## src/rtl/spi_pkg.sv

```systemverilog
// Shared types and constants for the SPI mode-0 register-write controller.
package spi_pkg;

    localparam int SPI_FRAME_W = 16;
    localparam int SPI_ADDR_W  = 7;
    localparam int SPI_DATA_W  = 8;

    localparam logic [SPI_ADDR_W-1:0] REG_EN_OUT_7_0  = 7'h00;
    localparam logic [SPI_ADDR_W-1:0] REG_EN_OUT_15_8 = 7'h01;
    localparam logic [SPI_ADDR_W-1:0] REG_EN_PWM_7_0  = 7'h02;
    localparam logic [SPI_ADDR_W-1:0] REG_EN_PWM_15_8 = 7'h03;
    localparam logic [SPI_ADDR_W-1:0] REG_PWM_DUTY    = 7'h04;

    typedef enum logic [2:0] {
        ST_IDLE,
        ST_SETUP,
        ST_SHIFT,
        ST_HOLD,
        ST_GAP
    } spi_ctrl_state_t;

    function automatic logic [SPI_FRAME_W-1:0] pack_frame(
        input logic                  rw,
        input logic [SPI_ADDR_W-1:0] addr,
        input logic [SPI_DATA_W-1:0] data
    );
        return {rw, addr, data};
    endfunction

    function automatic int max4(input int a, input int b, input int c, input int d);
        int m;
        m = a;
        if (b > m) m = b;
        if (c > m) m = c;
        if (d > m) m = d;
        return m;
    endfunction

endpackage

```

## src/rtl/spi_controller_if.sv

```systemverilog
// Register-command valid/ready port of the SPI controller.
interface spi_controller_if;
    import spi_pkg::*;

    logic                  cmd_valid;
    logic                  cmd_ready;
    logic                  cmd_rw;
    logic [SPI_ADDR_W-1:0] cmd_addr;
    logic [SPI_DATA_W-1:0] cmd_data;

    modport master (output cmd_valid, output cmd_rw, output cmd_addr, output cmd_data,
                    input  cmd_ready);
    modport slave  (input  cmd_valid, input  cmd_rw, input  cmd_addr, input  cmd_data,
                    output cmd_ready);

endinterface

```

## src/rtl/spi_ctrl_cmd_fifo.sv

```systemverilog
// Synchronous command FIFO holding packed 16-bit frames; used when SPI_CTRL_FIFO_EN is defined.
module spi_ctrl_cmd_fifo
    import spi_pkg::*;
#(
    parameter int DEPTH = 4
) (
    input  logic                   clk,
    input  logic                   rst,
    input  logic                   push,
    input  logic [SPI_FRAME_W-1:0] wdata,
    input  logic                   pop,
    output logic [SPI_FRAME_W-1:0] rdata,
    output logic                   full,
    output logic                   empty
);

    localparam int AW = $clog2(DEPTH);

    logic [SPI_FRAME_W-1:0] mem_q [DEPTH];
    logic [AW:0]            wr_ptr_q, wr_ptr_d;
    logic [AW:0]            rd_ptr_q, rd_ptr_d;
    logic                   do_push, do_pop;

    // Pointers carry one extra wrap bit so full and empty are distinguishable.
    assign empty   = (wr_ptr_q == rd_ptr_q);
    assign full    = (wr_ptr_q[AW] != rd_ptr_q[AW]) && (wr_ptr_q[AW-1:0] == rd_ptr_q[AW-1:0]);
    assign do_push = push && !full;
    assign do_pop  = pop && !empty;
    assign rdata   = mem_q[rd_ptr_q[AW-1:0]];

    always_comb begin
        wr_ptr_d = wr_ptr_q;
        rd_ptr_d = rd_ptr_q;
        if (do_push) wr_ptr_d = wr_ptr_q + (AW+1)'(1);
        if (do_pop)  rd_ptr_d = rd_ptr_q + (AW+1)'(1);
    end

    always_ff @(posedge clk or posedge rst) begin
        if (rst) begin
            wr_ptr_q <= '0;
            rd_ptr_q <= '0;
        end else begin
            wr_ptr_q <= wr_ptr_d;
            rd_ptr_q <= rd_ptr_d;
        end
    end

    // NOTE: storage has no reset; the pointers alone define which entries are valid.
    always_ff @(posedge clk) begin
        if (do_push) mem_q[wr_ptr_q[AW-1:0]] <= wdata;
    end

endmodule

```

## src/rtl/spi_controller.sv

```systemverilog
// SPI mode-0 controller: serialises {rw, addr, data} commands as 16-bit frames on SCLK/nCS/COPI.
// Optional command FIFO in front of the FSM is enabled by defining SPI_CTRL_FIFO_EN.
module spi_controller
    import spi_pkg::*;
#(
    parameter int CLK_DIV    = 4,
    parameter int CS_SETUP   = 2,
    parameter int CS_HOLD    = 2,
    parameter int CS_IDLE    = 4,
    parameter int FIFO_DEPTH = 4
) (
    input  logic             clk,
    input  logic             rst,
    spi_controller_if.slave  cmd,
    output logic             busy,
    output logic             frame_done,
    output logic             SCLK,
    output logic             nCS,
    output logic             COPI
);

    localparam int CNT_W = $clog2(max4(CLK_DIV, CS_SETUP, CS_HOLD, CS_IDLE) + 1);

    localparam logic [CNT_W-1:0] DIV_LAST   = CNT_W'(CLK_DIV - 1);
    localparam logic [CNT_W-1:0] SETUP_LAST = CNT_W'(CS_SETUP - 1);
    localparam logic [CNT_W-1:0] HOLD_LAST  = CNT_W'(CS_HOLD - 1);
    localparam logic [CNT_W-1:0] IDLE_LAST  = CNT_W'(CS_IDLE - 1);
    localparam logic [4:0]       BITS       = 5'(SPI_FRAME_W);

    if (CLK_DIV < 2 || FIFO_DEPTH < 2 || (FIFO_DEPTH & (FIFO_DEPTH - 1)) != 0) begin : g_bad_params
        $error("spi_controller: illegal CLK_DIV or FIFO_DEPTH");
    end

    spi_ctrl_state_t        state_q, state_d;
    logic [CNT_W-1:0]       cnt_q, cnt_d;
    logic [4:0]             bit_cnt_q, bit_cnt_d;
    logic [SPI_FRAME_W-1:0] shreg_q, shreg_d;
    logic                   sclk_q, sclk_d;
    logic                   ncs_q, ncs_d;
    logic                   copi_q, copi_d;
    logic                   frame_done_q, frame_done_d;

    logic                   start;
    logic [SPI_FRAME_W-1:0] start_frame;

`ifdef SPI_CTRL_FIFO_EN
    logic                   fifo_full, fifo_empty;
    logic [SPI_FRAME_W-1:0] fifo_rdata;

    spi_ctrl_cmd_fifo #(.DEPTH(FIFO_DEPTH)) u_cmd_fifo (
        .clk   (clk),
        .rst   (rst),
        .push  (cmd.cmd_valid && cmd.cmd_ready),
        .wdata (pack_frame(cmd.cmd_rw, cmd.cmd_addr, cmd.cmd_data)),
        .pop   (start),
        .rdata (fifo_rdata),
        .full  (fifo_full),
        .empty (fifo_empty)
    );

    assign cmd.cmd_ready = !fifo_full && !rst;
    assign start         = (state_q == ST_IDLE) && !fifo_empty;
    assign start_frame   = fifo_rdata;
    assign busy          = (state_q != ST_IDLE) || !fifo_empty;
`else
    // Ready only in IDLE, so a held cmd_valid cannot shorten the inter-frame gap.
    assign cmd.cmd_ready = (state_q == ST_IDLE) && !rst;
    assign start         = cmd.cmd_valid && cmd.cmd_ready;
    assign start_frame   = pack_frame(cmd.cmd_rw, cmd.cmd_addr, cmd.cmd_data);
    assign busy          = (state_q != ST_IDLE);
`endif

    assign SCLK       = sclk_q;
    assign nCS        = ncs_q;
    assign COPI       = copi_q;
    assign frame_done = frame_done_q;

    // NOTE: every signal gets its default before the case so no path can infer a latch.
    always_comb begin
        state_d      = state_q;
        cnt_d        = cnt_q;
        bit_cnt_d    = bit_cnt_q;
        shreg_d      = shreg_q;
        sclk_d       = sclk_q;
        ncs_d        = ncs_q;
        copi_d       = copi_q;
        frame_done_d = 1'b0;

        case (state_q)
            ST_IDLE: begin
                if (start) begin
                    shreg_d   = start_frame;
                    copi_d    = start_frame[SPI_FRAME_W-1];
                    ncs_d     = 1'b0;
                    cnt_d     = '0;
                    bit_cnt_d = '0;
                    state_d   = ST_SETUP;
                end
            end
            ST_SETUP: begin
                if (cnt_q == SETUP_LAST) begin
                    cnt_d   = '0;
                    state_d = ST_SHIFT;
                end else begin
                    cnt_d = cnt_q + CNT_W'(1);
                end
            end
            ST_SHIFT: begin
                if (cnt_q == DIV_LAST) begin
                    cnt_d  = '0;
                    sclk_d = !sclk_q;
                    if (!sclk_q) begin
                        bit_cnt_d = bit_cnt_q + 5'd1;
                    end else if (bit_cnt_q < BITS) begin
                        shreg_d = shreg_q << 1;
                        copi_d  = shreg_d[SPI_FRAME_W-1];
                    end else begin
                        copi_d  = 1'b0;
                        state_d = ST_HOLD;
                    end
                end else begin
                    cnt_d = cnt_q + CNT_W'(1);
                end
            end
            ST_HOLD: begin
                if (cnt_q == HOLD_LAST) begin
                    cnt_d        = '0;
                    ncs_d        = 1'b1;
                    frame_done_d = 1'b1;
                    state_d      = ST_GAP;
                end else begin
                    cnt_d = cnt_q + CNT_W'(1);
                end
            end
            ST_GAP: begin
                if (cnt_q == IDLE_LAST) begin
                    cnt_d   = '0;
                    state_d = ST_IDLE;
                end else begin
                    cnt_d = cnt_q + CNT_W'(1);
                end
            end
            default: state_d = ST_IDLE;
        endcase
    end

    // NOTE: non-blocking assignments keep every flop sampling pre-edge values.
    always_ff @(posedge clk or posedge rst) begin
        if (rst) begin
            state_q      <= ST_IDLE;
            cnt_q        <= '0;
            bit_cnt_q    <= '0;
            shreg_q      <= '0;
            sclk_q       <= 1'b0;
            ncs_q        <= 1'b1;
            copi_q       <= 1'b0;
            frame_done_q <= 1'b0;
        end else begin
            state_q      <= state_d;
            cnt_q        <= cnt_d;
            bit_cnt_q    <= bit_cnt_d;
            shreg_q      <= shreg_d;
            sclk_q       <= sclk_d;
            ncs_q        <= ncs_d;
            copi_q       <= copi_d;
            frame_done_q <= frame_done_d;
        end
    end

endmodule
```

## src/flat_wrapper.sv

```systemverilog
// flat-port wrapper written by rule: the top's interface ports become plain ports
module spi_controller_flat import spi_pkg::*;
#(
    parameter int CLK_DIV    = 4,
    parameter int CS_SETUP   = 2,
    parameter int CS_HOLD    = 2,
    parameter int CS_IDLE    = 4,
    parameter int FIFO_DEPTH = 4
)
  (clk, rst, busy, frame_done, SCLK, nCS, COPI, cmd_cmd_valid, cmd_cmd_rw, cmd_cmd_addr, cmd_cmd_data, cmd_cmd_ready);
  spi_controller_if cmd_i ();
  input  logic clk;
  input  logic rst;
  output logic busy;
  output logic frame_done;
  output logic SCLK;
  output logic nCS;
  output logic COPI;
  input wire logic [$bits(cmd_i.cmd_valid)-1:0] cmd_cmd_valid;
  input wire logic [$bits(cmd_i.cmd_rw)-1:0] cmd_cmd_rw;
  input wire logic [$bits(cmd_i.cmd_addr)-1:0] cmd_cmd_addr;
  input wire logic [$bits(cmd_i.cmd_data)-1:0] cmd_cmd_data;
  output wire logic [$bits(cmd_i.cmd_ready)-1:0] cmd_cmd_ready;
  assign cmd_i.cmd_valid = cmd_cmd_valid;
  assign cmd_i.cmd_rw = cmd_cmd_rw;
  assign cmd_i.cmd_addr = cmd_cmd_addr;
  assign cmd_i.cmd_data = cmd_cmd_data;
  assign cmd_cmd_ready = cmd_i.cmd_ready;
  spi_controller #(.CLK_DIV(CLK_DIV), .CS_SETUP(CS_SETUP), .CS_HOLD(CS_HOLD), .CS_IDLE(CS_IDLE), .FIFO_DEPTH(FIFO_DEPTH)) u_core (.clk(clk), .rst(rst), .cmd(cmd_i), .busy(busy), .frame_done(frame_done), .SCLK(SCLK), .nCS(nCS), .COPI(COPI));
endmodule
```

## config.mk

```make
export PLATFORM = sky130hd
export DESIGN_NAME = spi_controller_flat
export DESIGN_NICKNAME = d
export VERILOG_FILES = /design/src/rtl/spi_pkg.sv /design/src/rtl/spi_controller_if.sv /design/src/rtl/spi_ctrl_cmd_fifo.sv /design/src/rtl/spi_controller.sv /design/src/flat_wrapper.sv
export SDC_FILE = /design/constraint.sdc
export NUM_CORES = 1
export LEC_CHECK = 0
export CORE_AREA = 8 8 70 57
export DETAILED_ROUTE_END_ITERATION = 6
export DIE_AREA = 0 0 78 65
export GPL_TIMING_DRIVEN = 0
export PLACE_DENSITY = 0.81
export SKIP_CTS_REPAIR_TIMING = 1
export SLEW_MARGIN = 10
export SYNTH_ARGS = -nofsm -noshare
export SYNTH_HDL_FRONTEND = slang
export SYNTH_SLANG_ARGS = --single-unit
```

## constraint.sdc

```tcl
create_clock -name clk -period 3.79 [get_ports clk]
set_input_delay 0.379 -clock clk [delete_from_list [all_inputs] [get_ports clk]]
set_output_delay 0.379 -clock clk [all_outputs]
set_load 0.005 [all_outputs]
```

==> flow_summary.json <==
{
  "clk_path_buf_depth": 2,
  "drt-wirelength-per-cell_um": 14.4,
  "cp_data_required_time_ns": 3.41,
  "final_nets": 207,
  "final.fill_count": 231,
  "initial_core_util_pct": 54.4,
  "hold_viol_final": 0,
  "hp-start": "u_core.nCS",
  "layoutNonFillerInstCount": 222,
  "result_of_the_run": "finished, final reports clean",
  "worst_ir_drop_vdd_mv": 0.351,
  "antennaDiodeCount": 0,
  "unrepaired_setup_endpoints_after_global_routing": "false",
  "drive_gt1_share_pct": 12.5,
  "timing.setup.critical_path_class": "register to output port",
  "synth_edf_count": 0,
  "total_area_of_sequential_cells_um2": 752,
  "worst-path-buf-inv": 2,
  "grtUsageTotal_pct": 14.0,
  "relSlewSlack_pct": 57.3,
  "measured_slew_at_the_worst_slew_check_pin_ns": 0.640,
  "largest_clock_skew_in_the_final_design_ns": 0.00640,
  "dieArea_mm2": 0.00507,
  "grt_max_degree": 33,
  "power.density_mw_per_mm2": 757,
  "clk_pin_slew_worst_paths_ns": 0.06,
  "avgViaCountPerCell": 5.45,
  "sequential_area_share_after_synthesis_pct": 48.5,
  "antenna_found_initial": 0,
  "r2r_end": "u_core.shreg_q[2]",
  "whs_path_depth": 2,
  "dp_cells": 214,
  "place_area_mm2": 0.00184,
  "vias": 1210,
  "yosys_most_used_dff": "sky130_fd_sc_hd__dfrtp_1",
  "dp.final_hpwl_mm": 2.42,
  "synth.lib_cells_used.distinct": 37,
  "count_of_buffers_inserted_at_the_top_level_ports": 24,
  "numCtsBuffers": 5,
  "firstDrtPassIters": 4,
  "grt_busiest_layer": "met2",
  "critical_path.max_stage_delay_ns": 0.50,
  "drt-total-wl_mm": 3.21,
  "cap_violations": 0,
  "yosysWarnings": 0,
  "htreeDepth": 2,
  "final_area_mm2": 0.00193,
  "post_route_antenna_net_violation_count": 0,
  "grt_pass1_wl_mm": 5.84,
  "min_period_over_period_pct": 57.7,
  "clock-root-buffer": "sky130_fd_sc_hd__clkbuf_8",
  "place_congestion": 0.803,
  "core_mm2": 0.00285,
  "critical_path.endpoint_type": "output port",
  "remaining_drc_errors": 0,
  "design.portCount": 25,
  "gr-usage-met1_pct": 16.4,
  "worst_setup_path_start_kind": "register",
  "finalHoldWorstSlack_ns": 0.463,
  "area_delta_synth_final_pct": 24.4,
  "setup_total_negative_slack_ns": 0,
  "timing.critical_path.slowest_stage_cell": "sky130_fd_sc_hd__clkdlybuf4s50_1",
  "dieHeight_um": 65,
  "post-route-min-period_ns": 2.19,
  "critical-path-top-delay-family": "buffers and inverters",
  "crit_path_cell_trace": "buf_2, or3_1, nor2_1, clkdlybuf4s50_1",
  "grtUsageMet2_pct": 23.7,
  "synthesis.instances": 152,
  "ys_async_sr_fraction_pct": 100,
  "post_synth_instance_area_mm2": 0.00155,
  "drt_iter0_drc": 53,
  "hp-class": "register to register",
  "critical_path.max_fanout": 9,
  "multi_input_comb_area_um2": 712,
  "clock_tree_from_tritoncts": "done",
  "reg_to_reg_slack_setup_ns": 1.86,
  "grt_residual_overflow": 0,
  "cts_sinks": 30,
  "ys_seq_elements": 30,
  "grt_util_met3_pct": 4.68,
  "grt_pass1_vias": 1328,
  "maxClockFrequency_mhz": 457,
  "holdPathEnd": "u_core.nCS",
  "source_to_sink_clock_delay_at_the_later_pin_of_the_worst_skew_pair_ns": 0.27,
  "leakage_power_total_nw": 0.838,
  "startpoint_of_the_most_critical_register_to_register_path": "u_core.cnt_q[0]",
  "syn-mean-instance-area_um2": 10.2,
  "num_rows": 17,
  "worst-endpoint-arrival_ns": 1.81,
  "syn_nets": 176,
  "setup_viol": 0,
  "die_x_um": 78,
  "final_report_max_slew_violation_count": 0,
  "worstRegToRegCells": 7,
  "postLayoutCoreUtil_pct": 67.7
}
-- flip-flops by register name, summed over array words and instances, names as in the netlist --
name / count
u_core.shreg_q: 15
u_core.bit_cnt_q: 5
u_core.cnt_q: 3
u_core.state_q: 3
u_core.COPI: 1
u_core.SCLK: 1
u_core.frame_done: 1
u_core.nCS: 1
-- layer usage --
layer	vias to the layer above	part of all wire [%]
li1	594	-
met1	590	47
met2	21	47
met3	5	5.5
met4	0	0.84
met5	-	0
-- logic make-up after synthesis --
group	after synthesis	share of synthesized area (%)
AO/OA/AOI/OAI	37	15.2
XOR/XNOR	3	1.69
adder cells (fa/ha/maj)	5	4.03
buffers and inverters	17	5.64
flip-flops	30	48.5
multiplexers	16	10.4
AND/OR/NAND/NOR	44	14.6
-- report_power, final --
group / internal, W / leakage, nW / switching [W]
Sequential: 0.000464 / 0.356 / 0.000105
Combinational: 0.000321 / 0.437 / 0.000316
Clock: 0.000148 / 0.0455 / 0.000107
-- layout make-up --
type                            count  share of cell area, %
Multi-Input combinational cell    105                   36.9
Clock buffer                        8                   4.67
Tap cell                           38                   2.46
Sequential cell                    30                   39.0
Inverter                            9                   1.75
Buffer                              8                   2.79
Timing Repair Buffer               24                   12.5
-- synth_stat cells (3+ instances only) --
cell type / n / area, µm²
sky130_fd_sc_hd__dfrtp_1: 29 / 726
sky130_fd_sc_hd__nor2_1: 17 / 63.8
sky130_fd_sc_hd__a21oi_1: 16 / 80.1
sky130_fd_sc_hd__mux2i_1: 15 / 150
sky130_fd_sc_hd__inv_1: 9 / 33.8
sky130_fd_sc_hd__nand2_1: 8 / 30.0
sky130_fd_sc_hd__ha_1: 5 / 62.6
sky130_fd_sc_hd__buf_2: 4 / 20.0
sky130_fd_sc_hd__o21ai_0: 4 / 20.0
sky130_fd_sc_hd__a31oi_1: 3 / 18.8
sky130_fd_sc_hd__buf_4: 3 / 22.5
sky130_fd_sc_hd__nand2b_1: 3 / 18.8
sky130_fd_sc_hd__nand3_1: 3 / 15.0
sky130_fd_sc_hd__o22ai_1: 3 / 18.8
-- through the flow --
step	setup WS (ns)	power, W
3_3_place_gp	1.31	0.00117
6_report	1.60	0.00146
4_1_cts	1.52	0.00147
2_1_floorplan	2.11	0.00102
5_1_grt	1.54	0.00159
3_5_place_dp	1.25	0.00121
-- worst min-delay path: cells and delay by family (launching register included) --
family / cells / cell delay, ns
flip-flops: 1 / 0.37
AND/OR/NAND/NOR: 2 / 0.10
-- cells in the final DEF, fill, tap and decap left out, types with 3 or more instances in the layout --
cell and instances:
sky130_fd_sc_hd__nor2_1 17, sky130_fd_sc_hd__nand2b_1 3, sky130_fd_sc_hd__clkbuf_8 6, sky130_fd_sc_hd__buf_4 3, sky130_fd_sc_hd__nand3_1 3, sky130_fd_sc_hd__a31oi_1 3, sky130_fd_sc_hd__clkdlybuf4s50_1 24, sky130_fd_sc_hd__buf_2 4
sky130_fd_sc_hd__dfrtp_1 29, sky130_fd_sc_hd__o22ai_1 3, sky130_fd_sc_hd__inv_1 8, sky130_fd_sc_hd__a21oi_1 16, sky130_fd_sc_hd__o21ai_0 4, sky130_fd_sc_hd__mux2i_1 15, sky130_fd_sc_hd__ha_1 5, sky130_fd_sc_hd__nand2_1 8
-- worst max-delay path by stage --
stage	start	end	slack, ns	cells past startpoint
2_1_floorplan	rst	u_core.cnt_q[2]	2.11	4
6_report	u_core.state_q[0]	cmd_cmd_ready	1.60	4
3_3_place_gp	rst	u_core.COPI	1.31	5
5_1_grt	u_core.state_q[0]	cmd_cmd_ready	1.54	4
4_1_cts	rst	u_core.COPI	1.52	5
3_5_place_dp	rst	u_core.COPI	1.25	5
No activity file was read; power rests on OpenSTA's default activity.
